==> src/rtl/barrier_sync.sv <==
// barrier_sync: registered completion-pin bus plus an armed barrier with release and timeout
//   clk, reset       : rising-edge clock, synchronous active-high reset
//   in_pins          : raw completion pins, registered onto out_bus
//   pin_mask, start  : participating pins, sampled on the start pulse that arms the barrier
//   captured         : sticky record of arrived masked pins
//   missing          : masked pins still absent when the timeout fired
//   busy, barrier_done, barrier_release, timeout : WAIT, DONE, entry-to-DONE pulse, TIMEOUT
module barrier_sync #(
  parameter int NUM_PINS = 5,
  parameter int TIMEOUT  = 1024,
  parameter int CNT_W    = 32
) (
  input  logic                clk,
  input  logic                reset,
  input  logic [NUM_PINS-1:0] in_pins,
  input  logic [NUM_PINS-1:0] pin_mask,
  input  logic                start,
  output logic [NUM_PINS-1:0] out_bus,
  output logic [NUM_PINS-1:0] captured,
  output logic [NUM_PINS-1:0] missing,
  output logic                busy,
  output logic                barrier_done,
  output logic                barrier_release,
  output logic                timeout
);
  typedef enum logic [1:0] {S_IDLE, S_WAIT, S_DONE, S_TMO} state_t;
  localparam logic [CNT_W-1:0] LP_LAST = CNT_W'(TIMEOUT - 1);
  state_t              r_state, w_next;
  logic [NUM_PINS-1:0] r_mask, w_hit;
  logic [CNT_W-1:0]    r_cnt;
  logic                r_rel, w_rel, w_all, w_exp;
  always_ff @(posedge clk) begin
    if (reset) begin
      r_state  <= S_IDLE;
      out_bus  <= '0;
      r_mask   <= '0;
      captured <= '0;
      missing  <= '0;
      r_cnt    <= '0;
      r_rel    <= 1'b0;
    end else begin
      r_state <= w_next;
      out_bus <= in_pins;
      r_rel   <= w_rel;
      if (start) begin
        r_mask   <= pin_mask;
        captured <= '0;
        missing  <= '0;
        r_cnt    <= '0;
      end else if (r_state == S_WAIT) begin
        captured <= w_hit;
        if (~&r_cnt) r_cnt <= r_cnt + CNT_W'(1);
        if (!w_all && w_exp) missing <= r_mask & ~w_hit;
      end
    end
  end
  // final arrival beats counter expiry in the same clock
  always_comb begin
    w_hit  = captured | (out_bus & r_mask);
    w_all  = w_hit == r_mask;
    w_exp  = (TIMEOUT != 0) && (r_cnt == LP_LAST);
    w_next = r_state;
    w_rel  = 1'b0;
    if (start) begin
      w_next = (pin_mask == '0) ? S_DONE : S_WAIT;
      w_rel  = pin_mask == '0;
    end else if (r_state == S_WAIT) begin
      w_next = w_all ? S_DONE : (w_exp ? S_TMO : S_WAIT);
      w_rel  = w_all;
    end
  end
  assign busy            = r_state == S_WAIT;
  assign barrier_done    = r_state == S_DONE;
  assign timeout         = r_state == S_TMO;
  assign barrier_release = r_rel;
endmodule

==> config.mk <==
export PLATFORM = sky130hd
export DESIGN_NAME = barrier_sync
export DESIGN_NICKNAME = d
export VERILOG_FILES = /design/src/rtl/barrier_sync.sv
export SDC_FILE = /design/constraint.sdc
export NUM_CORES = 1
export LEC_CHECK = 0
export BUFFER_PORTS_ARGS = -buffer_cell sky130_fd_sc_hd__clkbuf_2
export CORE_ASPECT_RATIO = 0.75
export CORE_UTILIZATION = 60
export CTS_BUF_LIST = sky130_fd_sc_hd__clkbuf_4
export CTS_CLUSTER_SIZE = 30
export DETAILED_ROUTE_END_ITERATION = 16
export PLACE_DENSITY = 0.82
export SYNTH_ARGS = -nofsm -noshare
export SYNTH_HDL_FRONTEND = slang
export SYNTH_SLANG_ARGS = --single-unit
==> constraint.sdc <==
create_clock -name clk -period 2.8 [get_ports clk]
set_input_delay 0.84 -clock clk [delete_from_list [all_inputs] [get_ports clk]]
set_output_delay 0.84 -clock clk [all_outputs]
set_load 0.02 [all_outputs]
==> results.md, run 1 <==
- Result of the run: finished clean
- Seq cells post-synth: 55
- Maximum fanout encountered on the critical timing path: 8
- Ratio of final minimum period to clock period: 0.8253
- Hold bufs inserted after CTS: 0
- Maximum vdd drop: 338.7 µV
- Final routed wire length divided by cell count: 15.54 µm
- Net count of the mapped netlist: 314
- Total number of H-tree levels: 2
- Unrepaired setup endpoints after global routing: no
- Starting density of the core: 0.6320
- Number of global-route vias before repair: 2,040
- Cell with the biggest individual delay on the critical path: sky130_fd_sc_hd__or4_1
- First-pass DRT Iterations: 4
- Mean instance size in the synthesized netlist: 8.792 µm²
- Crit. End Element: flip-flop
- Final critical-path setup slack: 0.4892 ns
- Clk sink count: 55
- Clock tree from TritonCTS: yes
- Total congestion overflow after global routing: 0
- Syn Inst Count: 295
- Starting DRC count in detailed routing: 206
- Detailed placer's ending HPWL: 4.296 mm
- Syn-to-layout area delta: 13.51%
- Worst Tran Pin Value: 0.6334 ns
- Tmin final: 2.311 ns
- Clock tree root driver cell: sky130_fd_sc_hd__clkbuf_4
- Max-capacitance violation count: 0
- Final routed wirelength across all metal layers: 5.998 mm
- Biggest cell delay along the critical path: 0.64 ns
- Portion of the post-synthesis area used by sequential elements: 0.4245
- Clock skew after layout: 0.01136 ns
- Pin count of the biggest net entering global routing: 32
- Number of buffer cells added on primary ports: 31
- Setup TNS Final: 0 ns
- Die span in y: 58.94 µm
- Clock Path Buffers: 2
- Inserted Diodes: 0
- Total track usage: 0.2853
- Post-cts gate resize count: 0
- Number of antenna-violating nets in the routed design: 0
- Cell Pwr Density: 487.5 nW/µm²
- First-pass GRT wire length: 9.970 mm
- Post-CTS setup buffers: 0
- Yosys synthesis warning count: 0
- Number of vias in the routed layout: 2,337
- Final #Nets: 349
- Area post-placement: 2839 µm²
- Area of the core: 4104 µm²
- Placement Rows: 20
- Syn Std Cell Area: 2594 µm²
- Rel. slew slack: 0.5778
- Ratio of cells with drive above 1 in the final layout: 0.1964
- Hold Vio Cnt, Final: 0
- Max-slew violation total from the final report: 0
- Routed vias/inst: 6.054
- Area of the die: 4593 µm²
- Setup Crit Path Kind: reg -> reg
- Number of distinct library cells after synthesis: 43
- Ports placed on the boundary: 32
- DR DRC count: 0
- Cell leakage power: 1.162 nW
- Routability-driven placement congestion ratio: 0.8574
- Die Width: 77.92 µm
- Number of CTS-inserted buffers: 5
- Arrival @ worst endpoint: 2.59 ns
- Max Clock Freq: 432.7 MHz
- Crit start category: flip-flop
- Clock slew at reported path FFs: 0.14 ns
- Worst Path Required: 3.08 ns
- Final design area excluding fillers: 2944 µm²
- Antenna violations before repair: 0
- Type of the worst min-delay path: reg -> reg
- Clk_lat worst skew: 0.38 ns
- Critical path cell sequence: nand4_1, or4_1, a211oi_2, a31oi_1, a41o_1
- Filler instances: 326
- Setup-failing EPs final: 0
- Post-Place Worst Slack: 0.5211 ns
[area by class of cell]
| cell class | instances | area [µm²] | area share |
|---|---|---|---|
| Multi-Input combinational cell | 225 | 1435 | 0.4875 |
| Timing Repair Buffer | 40 | 222.7 | 0.07565 |
| Clock buffer | 6 | 45.04 | 0.01530 |
| Clock inverter | 2 | 60.06 | 0.02040 |
| Sequential cell | 55 | 1101 | 0.3740 |
| Inverter | 3 | 11.26 | 0.003825 |
| Tap cell | 55 | 68.82 | 0.02337 |
[cell families after synthesis]
logic type	synth area share
compound gates	0.1500
fa+ha+maj	0.02894
simple gates	0.2899
xor+xnor	0.03039
mux	0.05403
buf+inv	0.02219
flops	0.4245
[power by group]
group | internal, W | total [W] | switching (W)
registers | 0.000795 | 0.000803 | 0.00000868
clock network | 0.000288 | 0.000533 | 0.000245
logic | 0.0000368 | 0.0000984 | 0.0000616
total | 0.00112 | 0.00144 | 0.000315
[stage by stage]
stage                     hold WS (ns)  utilization  std cells  power [W]
after floorplan                 0.4535            -        295  0.0008766
after global placement          0.4677       0.6918        378  0.0009149
after detailed placement        0.4887       0.6918        378  0.0009173
after CTS                       0.5051       0.7174        386   0.001437
after global routing            0.5448       0.7174        386   0.001485
final                           0.5108       0.7174        386   0.001435
[cells in the mapped netlist (all sizes together)]
cell type / number / area (µm²)
o31ai: 1 / 7.510
o211a: 1 / 10.01
a21bo: 1 / 10.01
a311oi: 1 / 8.760
o211ai: 1 / 7.510
o21ai: 13 / 65.06
a31oi: 3 / 18.77
nor3: 4 / 20.02
inv: 3 / 11.26
nand2b: 2 / 12.51
ha: 6 / 75.07
or3: 7 / 45.05
xnor2: 7 / 61.31
and2: 3 / 18.77
dfxtp: 55 / 1101
nand3: 8 / 40.04
clkbuf: 11 / 42.54
a41o: 1 / 10.01
nor2b: 6 / 37.54
nand2: 22 / 82.58
a21oi: 25 / 125.1
nor2: 40 / 150.1
nor4: 10 / 113.9
or4: 4 / 33.78
nand3b: 2 / 15.01
or2: 2 / 12.51
xor2: 2 / 17.52
o21a: 2 / 15.01
a31o: 6 / 52.55
and4: 2 / 17.52
mux2i: 14 / 140.1
a211oi: 6 / 50.05
and3: 5 / 31.28
nand4: 17 / 121.4
buf: 1 / 3.750
o2111ai: 1 / 8.760
[layer usage]
metal / GRT usage / vias to the layer above / part of all wire / wire length (µm)
met5: 0 / - / 0 / 0
met4: 0.08466 / 0 / 0.010 / 60
met3: 0.05581 / 9 / 0.068 / 406
met2: 0.4096 / 79 / 0.42 / 2547
met1: 0.4311 / 1096 / 0.50 / 2984
li1: - / 1153 / - / -
[flip-flops by register name, summed over array words and instances (netlist names)]
name             flops
r_mask               5
missing              5
barrier_release      1
r_cnt               32
r_state              2
out_bus              5
captured             5
[worst max-delay path: cells and delay by family, from the launching register on]
kind	cells	cell delay, ns
AND/OR/NAND/NOR	2	0.97
AO/OA/AOI/OAI	3	0.79
flip-flops	1	0.46
[layout by cell type (no fill, tap or decap), drive strengths merged]
master / count
a211oi: 6
a21bo: 1
a21oi: 25
a311oi: 1
a31o: 6
a31oi: 3
a41o: 1
and2: 3
and3: 5
and4: 2
buf: 9
bufinv: 2
clkbuf: 37
dfxtp: 55
ha: 6
inv: 3
mux2i: 14
nand2: 22
nand2b: 2
nand3: 8
nand3b: 2
nand4: 17
nor2: 40
nor2b: 6
nor3: 4
nor4: 10
o2111ai: 1
o211a: 1
o211ai: 1
o21a: 2
o21ai: 13
o31ai: 1
or2: 2
or3: 7
or4: 4
xnor2: 7
xor2: 2
[worst paths after layout]
kind / startpoint / to / slack [ns] / cells past startpoint
hold reg to reg: r_cnt[6] / r_cnt[6] / 0.51 / 2
hold / removal: r_cnt[6] / r_cnt[6] / 0.51 / 2
setup / recovery: r_cnt[3] / r_cnt[21] / 0.49 / 5
setup reg to reg: r_cnt[3] / r_cnt[21] / 0.49 / 5
No activity file was read; power rests on OpenSTA's default activity.
==> run 2, diff against run 1 <==
--- a/config.mk
+++ b/config.mk
@@ -7,11 +7,11 @@
 export LEC_CHECK = 0
 export BUFFER_PORTS_ARGS = -buffer_cell sky130_fd_sc_hd__clkbuf_2
 export CORE_ASPECT_RATIO = 0.75
-export CORE_UTILIZATION = 60
+export CORE_UTILIZATION = 54
 export CTS_BUF_LIST = sky130_fd_sc_hd__clkbuf_4
 export CTS_CLUSTER_SIZE = 30
 export DETAILED_ROUTE_END_ITERATION = 16
-export PLACE_DENSITY = 0.82
+export PLACE_DENSITY = 0.78
 export SYNTH_ARGS = -nofsm -noshare
 export SYNTH_HDL_FRONTEND = slang
 export SYNTH_SLANG_ARGS = --single-unit
==> constraint.sdc (replaced) <==
create_clock -name clk -period 2 [get_ports clk]
set_input_delay 0.6 -clock clk [delete_from_list [all_inputs] [get_ports clk]]
set_output_delay 0.6 -clock clk [all_outputs]
set_load 0.02 [all_outputs]
==> run 2 against run 1 <==
The flow now finishes with violations (setup timing). Combinational power increased by 52%. Via count increased by 5.3%. Core utilization decreased by 1.0 points. Wire length is 13% higher. Non-clock buffer count increased by 32. Clock power decreased by 11%. Flip-flop and latch count is the same. Power rose by 22%. Sequential share of layout area shrank 2.6 points. Register-to-register slack got worse by 0.49 ns. Critical path type unchanged. Largest cell class unchanged.
==> results.md, run 2 (same netlist as run 1, synthesis figures left out) <==
- Number of buffer cells added on primary ports: 31
- Number of CTS-inserted buffers: 5
- Final routed wirelength across all metal layers: 6.764 mm
- First-pass GRT wire length: 10.46 mm
- Clk sink count: 55
- Setup Crit Path Kind: reg -> reg
- Final hold slack: 0.4096 ns
- DR DRC count: 0
- Total congestion overflow after global routing: 0
- Die Width: 82.03 µm
- Inst Count DP: 406
- Final #Nets: 381
- Clock slew at reported path FFs: 0.16 ns
- Final Non-Filler Cells: 420
- Rel. slew slack: 0.6424
- Area of the core: 4546 µm²
- Leading cell types in the layout, fill and taps excluded: 45 x sky130_fd_sc_hd__dfxtp_1, 41 x sky130_fd_sc_hd__buf_4, 40 x sky130_fd_sc_hd__nor2_1, 30 x sky130_fd_sc_hd__clkbuf_2, 24 x sky130_fd_sc_hd__a21oi_1
- Worst Path Required: 2.29 ns
- Hold bufs inserted after CTS: 0
- Most common cell after layout, fill and taps aside: sky130_fd_sc_hd__dfxtp_1
- Ports placed on the boundary: 32
- Number of antenna-violating nets in the routed design: 0
- Max-capacitance violation count: 0
- Max-slew violation total from the final report: 0
- Unrepaired setup endpoints after global routing: yes
- Final critical-path setup slack: -0.005418 ns
- Cell leakage power: 1.316 nW
- Ratio of cells with drive above 1 in the final layout: 0.3140
- Failing checks: setup timing
- Maximum vdd drop: 496.7 µV
- Ratio of final minimum period to clock period: 1.003
- Arrival @ worst endpoint: 2.29 ns
- Worst Tran Pin Value: 0.5364 ns
- Die span in y: 62.02 µm
- Clock tree root driver cell: sky130_fd_sc_hd__clkbuf_4
- Register ranked first by flip-flop count: r_cnt
- Max Clock Freq: 498.6 MHz
- Antenna violations before repair: 0
- Type of the worst min-delay path: in -> reg
- Crit. End Element: flip-flop
- Hold Vio Cnt, Final: 0
- Tmin final: 2.005 ns
- Placement Rows: 21
- First-pass DRT Iterations: 4
- Maximum fanout encountered on the critical timing path: 5
- Result of the run: finished with violations
- Number of global-route vias before repair: 2,194
- Crit start category: flip-flop
- Max FFs per register: 32
- Routability-driven placement congestion ratio: 0.9421
- Pin count of the biggest net entering global routing: 26
- Syn-to-layout area delta: 23.97%
- Clock skew after layout: 0.01300 ns
- Cell Pwr Density: 542.5 nW/µm²
- Detailed placer's ending HPWL: 4.783 mm
- Inserted Diodes: 0
- Clk_lat worst skew: 0.39 ns
- Starting DRC count in detailed routing: 220
- Routed vias/inst: 5.857
- Post-layout power: 0.001744 W
- Clock tree from TritonCTS: yes
- Final Core Density: 0.7074
- Starting density of the core: 0.5706
- Setup-failing EPs final: 1
- Clock Path Buffers: 2
- Total number of H-tree levels: 2
- Final routed wire length divided by cell count: 16.10 µm
- Area of the die: 5087 µm²
- Total track usage: 0.2832
- Number of vias in the routed layout: 2,460
-- run 2: cell count changes in the layout (fill, tap and decap cells not counted), sizes merged --
cell and change:
buf +33, clkinv +2, bufinv -2, clkinvlp +1
clkbuf -2
-- run 2: path summary, 6_finish.rpt --
path	from	end	slack [ns]	depth (start not counted)
setup reg to reg	r_cnt[25]	missing[2]	-0.005	6
setup / recovery	r_cnt[25]	missing[2]	-0.005	6
hold reg to reg	missing[4]	missing[4]	0.51	2
hold / removal	in_pins[1]	out_bus[1]	0.41	2
-- run 2: routing by layer --
layer | GRT usage | up-vias | part of all wire
li1 | - | 1218 | -
met5 | 0 | - | 0
met3 | 0.05109 | 9 | 0.056
met4 | 0.1003 | 0 | 0.011
met2 | 0.4132 | 74 | 0.43
met1 | 0.4182 | 1159 | 0.50
-- run 2: power by group --
part / internal [W] / leakage [nW] / switching, W
Clock: 0.000130 / 0.0263 / 0.000343
Combinational: 0.0000603 / 0.839 / 0.0000895
Sequential: 0.00111 / 0.451 / 0.0000120
-- run 2: per-stage QoR --
step | area [µm²] | TNS, ns | worst slack [ns]
after floorplan | 2605 | -0.2865 | -0.03761
after global placement | 3054 | 0 | 0.04496
after detailed placement | 3054 | 0 | 0.01298
after CTS | 3127 | -0.002357 | -0.002357
after global routing | 3216 | -0.4860 | -0.07155
final | 3216 | -0.005418 | -0.005418
-- run 2: worst max-delay path: stages, from the launching register on --
cell and delay (ns):
sky130_fd_sc_hd__dfxtp_1 0.33, sky130_fd_sc_hd__or4_1 0.52, sky130_fd_sc_hd__or4_4 0.46, sky130_fd_sc_hd__nor4_4 0.16, sky130_fd_sc_hd__buf_4 0.20, sky130_fd_sc_hd__mux2i_1 0.19
sky130_fd_sc_hd__nor2_1 0.06
-- run 2: area by class of cell --
type,count,area [µm²]
clock buffers,5,37.54
clock inverters,3,15.01
fillers,367,1330
inverters,3,11.26
multi-input cells,225,1499
flip-flops and latches,55,1119
well taps,57,71.32
repair buffers,72,462.9
-- run 2: timing repair --
action | CTS | global route
resized for setup | 2 | 22
pin swaps | 1 | 11
setup endpoints to repair | 4 | 19
setup buffers | 2 | 4
==> run 3, diff against run 2 <==
--- a/config.mk
+++ b/config.mk
@@ -7,11 +7,10 @@
 export LEC_CHECK = 0
 export BUFFER_PORTS_ARGS = -buffer_cell sky130_fd_sc_hd__clkbuf_2
 export CORE_ASPECT_RATIO = 0.75
-export CORE_UTILIZATION = 54
+export CORE_UTILIZATION = 40
 export CTS_BUF_LIST = sky130_fd_sc_hd__clkbuf_4
 export CTS_CLUSTER_SIZE = 30
 export DETAILED_ROUTE_END_ITERATION = 16
-export PLACE_DENSITY = 0.78
 export SYNTH_ARGS = -nofsm -noshare
 export SYNTH_HDL_FRONTEND = slang
 export SYNTH_SLANG_ARGS = --single-unit
==> run 3 against run 2 <==
The run still ends with setup timing left. Worst setup slack improved by 0.0011 ns. Critical path type unchanged. Via count fell by 1.7%. Core utilization fell by 18 points. Fmax barely moved. Worst hold slack improved by 0.0046 ns. Largest cell class unchanged. Cell area rose by 2.9%.
==> results.md, run 3 (same netlist as run 1, synthesis figures left out) <==
- Result of the run: finished with violations
- Failing checks: setup timing
- Ports placed on the boundary: 32
- Routability-driven placement congestion ratio: 0.8096
- Detailed placer's ending HPWL: 4.755 mm
- Number of CTS-inserted buffers: 5
- Ratio of cells with drive above 1 in the final layout: 0.3379
- Area of the core: 6287 µm²
- Max FFs per register: 32
- Cell Pwr Density: 570.2 nW/µm²
- Worst Hold End: out_bus[1]
- Arrival @ worst endpoint: 2.27 ns
- Final routed wirelength across all metal layers: 6.510 mm
- Placement Rows: 25
- Routed vias/inst: 5.400
- Total number of H-tree levels: 2
- First-pass DRT Iterations: 4
- Max Clock Freq: 498.9 MHz
- Cell depth of the worst flop-to-flop path: 6
- Die span in y: 71.74 µm
- Register ranked first by flip-flop count: r_cnt
- Total track usage: 0.2032
- Type of the worst min-delay path: in -> reg
- Inserted Diodes: 0
- R2R Path Start: r_cnt[25]
- Final critical-path setup slack: -0.004308 ns
- Final hold slack: 0.4143 ns
- Antenna violations before repair: 0
- DR DRC count: 0
- Hold bufs inserted after CTS: 0
- Max-capacitance violation count: 0
- Starting density of the core: 0.4125
- Rel. slew slack: 0.6113
- Clk_lat worst skew: 0.38 ns
- Worst Tran Pin Value: 0.5831 ns
- Cell leakage power: 1.342 nW
- Number of vias in the routed layout: 2,419
- Setup slack, reg-to-reg: -0.004 ns
- Critical register-to-register path endpoint: missing[1]
- Number of global-route vias before repair: 2,225
- Max-slew violation total from the final report: 0
- Min-delay src: in_pins[1]
- Final routed wire length divided by cell count: 14.53 µm
- Tmin final: 2.004 ns
- Filler instances: 610
- Starting DRC count in detailed routing: 106
- Setup Crit Path Kind: reg -> reg
- Leading cell types in the layout, fill and taps excluded: 45 x sky130_fd_sc_hd__buf_4, 43 x sky130_fd_sc_hd__dfxtp_1, 40 x sky130_fd_sc_hd__nor2_1, 30 x sky130_fd_sc_hd__clkbuf_2, 24 x sky130_fd_sc_hd__a21oi_1
- Clock tree from TritonCTS: yes
- Clock tree root driver cell: sky130_fd_sc_hd__clkbuf_4
- Maximum vdd drop: 298.2 µV
- Pin count of the biggest net entering global routing: 27
- Worst Path Required: 2.27 ns
- Hold Vio Cnt, Final: 0
- Area of the die: 6813 µm²
- Maximum fanout encountered on the critical timing path: 5
- Syn-to-layout area delta: 27.54%
- Final #Nets: 385
- Unrepaired setup endpoints after global routing: yes
- Number of stages on the worst hold path: 2
- Number of buffer cells added on primary ports: 31
- Die Width: 94.98 µm
- Clk sink count: 55
- Crit. End Element: flip-flop
- Most common cell after layout, fill and taps aside: sky130_fd_sc_hd__buf_4
- Total congestion overflow after global routing: 0
- Crit start category: flip-flop
- First-pass GRT wire length: 10.68 mm
- Setup TNS Final: -0.004308 ns
- Clock Path Buffers: 2
- Ratio of final minimum period to clock period: 1.002
- Clock slew at reported path FFs: 0.16 ns
- Number of antenna-violating nets in the routed design: 0
- Setup-failing EPs final: 1
- Clock skew after layout: 0.01340 ns
-- run 3: cell count changes in the layout (fill, tap and decap cells not counted), moves of 2 or more --
cell	delta
sky130_fd_sc_hd__clkinv_1	-2
sky130_fd_sc_hd__buf_4	+4
sky130_fd_sc_hd__dfxtp_1	-2
sky130_fd_sc_hd__dfxtp_2	+2
-- run 3: worst max-delay path by stage --
stage / startpoint / to / slack, ns
3_5_place_dp: r_cnt[25] / missing[1] / 0.01
3_3_place_gp: r_cnt[11] / r_cnt[31] / 0.01
6_report: r_cnt[25] / missing[1] / -0.004
2_1_floorplan: r_cnt[0] / missing[0] / -0.04
4_1_cts: r_cnt[6] / r_cnt[23] / -0.009
5_1_grt: r_cnt[25] / missing[4] / -0.10
-- run 3: layout make-up --
class | instances | area (µm²) | share of cell area
Multi-Input combinational cell | 225 | 1494 | 0.4516
Sequential cell | 55 | 1121 | 0.3389
Clock buffer | 5 | 37.54 | 0.01135
Inverter | 3 | 11.26 | 0.003404
Clock inverter | 3 | 43.79 | 0.01324
Timing Repair Buffer | 76 | 499.2 | 0.1509
Tap cell | 81 | 101.3 | 0.03064
-- run 3: repair_timing --
item,in CTS,in global routing
pin swaps,1,7
buffers inserted,2,3
endpoints found under the setup margin,6,25
gates resized for setup,3,26
-- run 3: metal layers --
metal  part of all wire  vias to the layer above  wire length, µm  track usage
met5                  0                        -                0            0
met4             0.0095                        0               62      0.04545
met3              0.034                        8              221      0.03503
met1               0.53                     1148             3459       0.3035
met2               0.42                       41             2765       0.3038
li1                   -                     1222                -            -
-- run 3: power by group --
part / total [W] / internal (W) / switching (W) / leakage, nW
Combinational: 0.000145 / 0.0000579 / 0.0000867 / 0.844
Sequential: 0.00112 / 0.00111 / 0.0000130 / 0.452
Clock: 0.000618 / 0.000264 / 0.000354 / 0.0452
Total: 0.00189 / 0.00143 / 0.000454 / 1.34
-- run 3: stage by stage --
step                      setup WS, ns    util  total power [W]  instance area (µm²)  cells
after CTS                    -0.009093  0.5134         0.001903                 3228    445
after detailed placement       0.01300  0.4965         0.001290                 3122    435
after global routing           -0.1037  0.5262         0.001967                 3308    448
final                        -0.004308  0.5262         0.001886                 3308    448
after global placement         0.01451  0.4965         0.001289                 3122    435
after floorplan               -0.03761       -         0.001227                 2605    295
-- run 3: critical path, stage by stage (launching register included) --
cell	delay, ns
sky130_fd_sc_hd__dfxtp_2	0.35
sky130_fd_sc_hd__or4_4	0.52
sky130_fd_sc_hd__or4_4	0.45
sky130_fd_sc_hd__nor4_4	0.15
sky130_fd_sc_hd__buf_6	0.17
sky130_fd_sc_hd__mux2i_1	0.20
sky130_fd_sc_hd__nor2_1	0.05
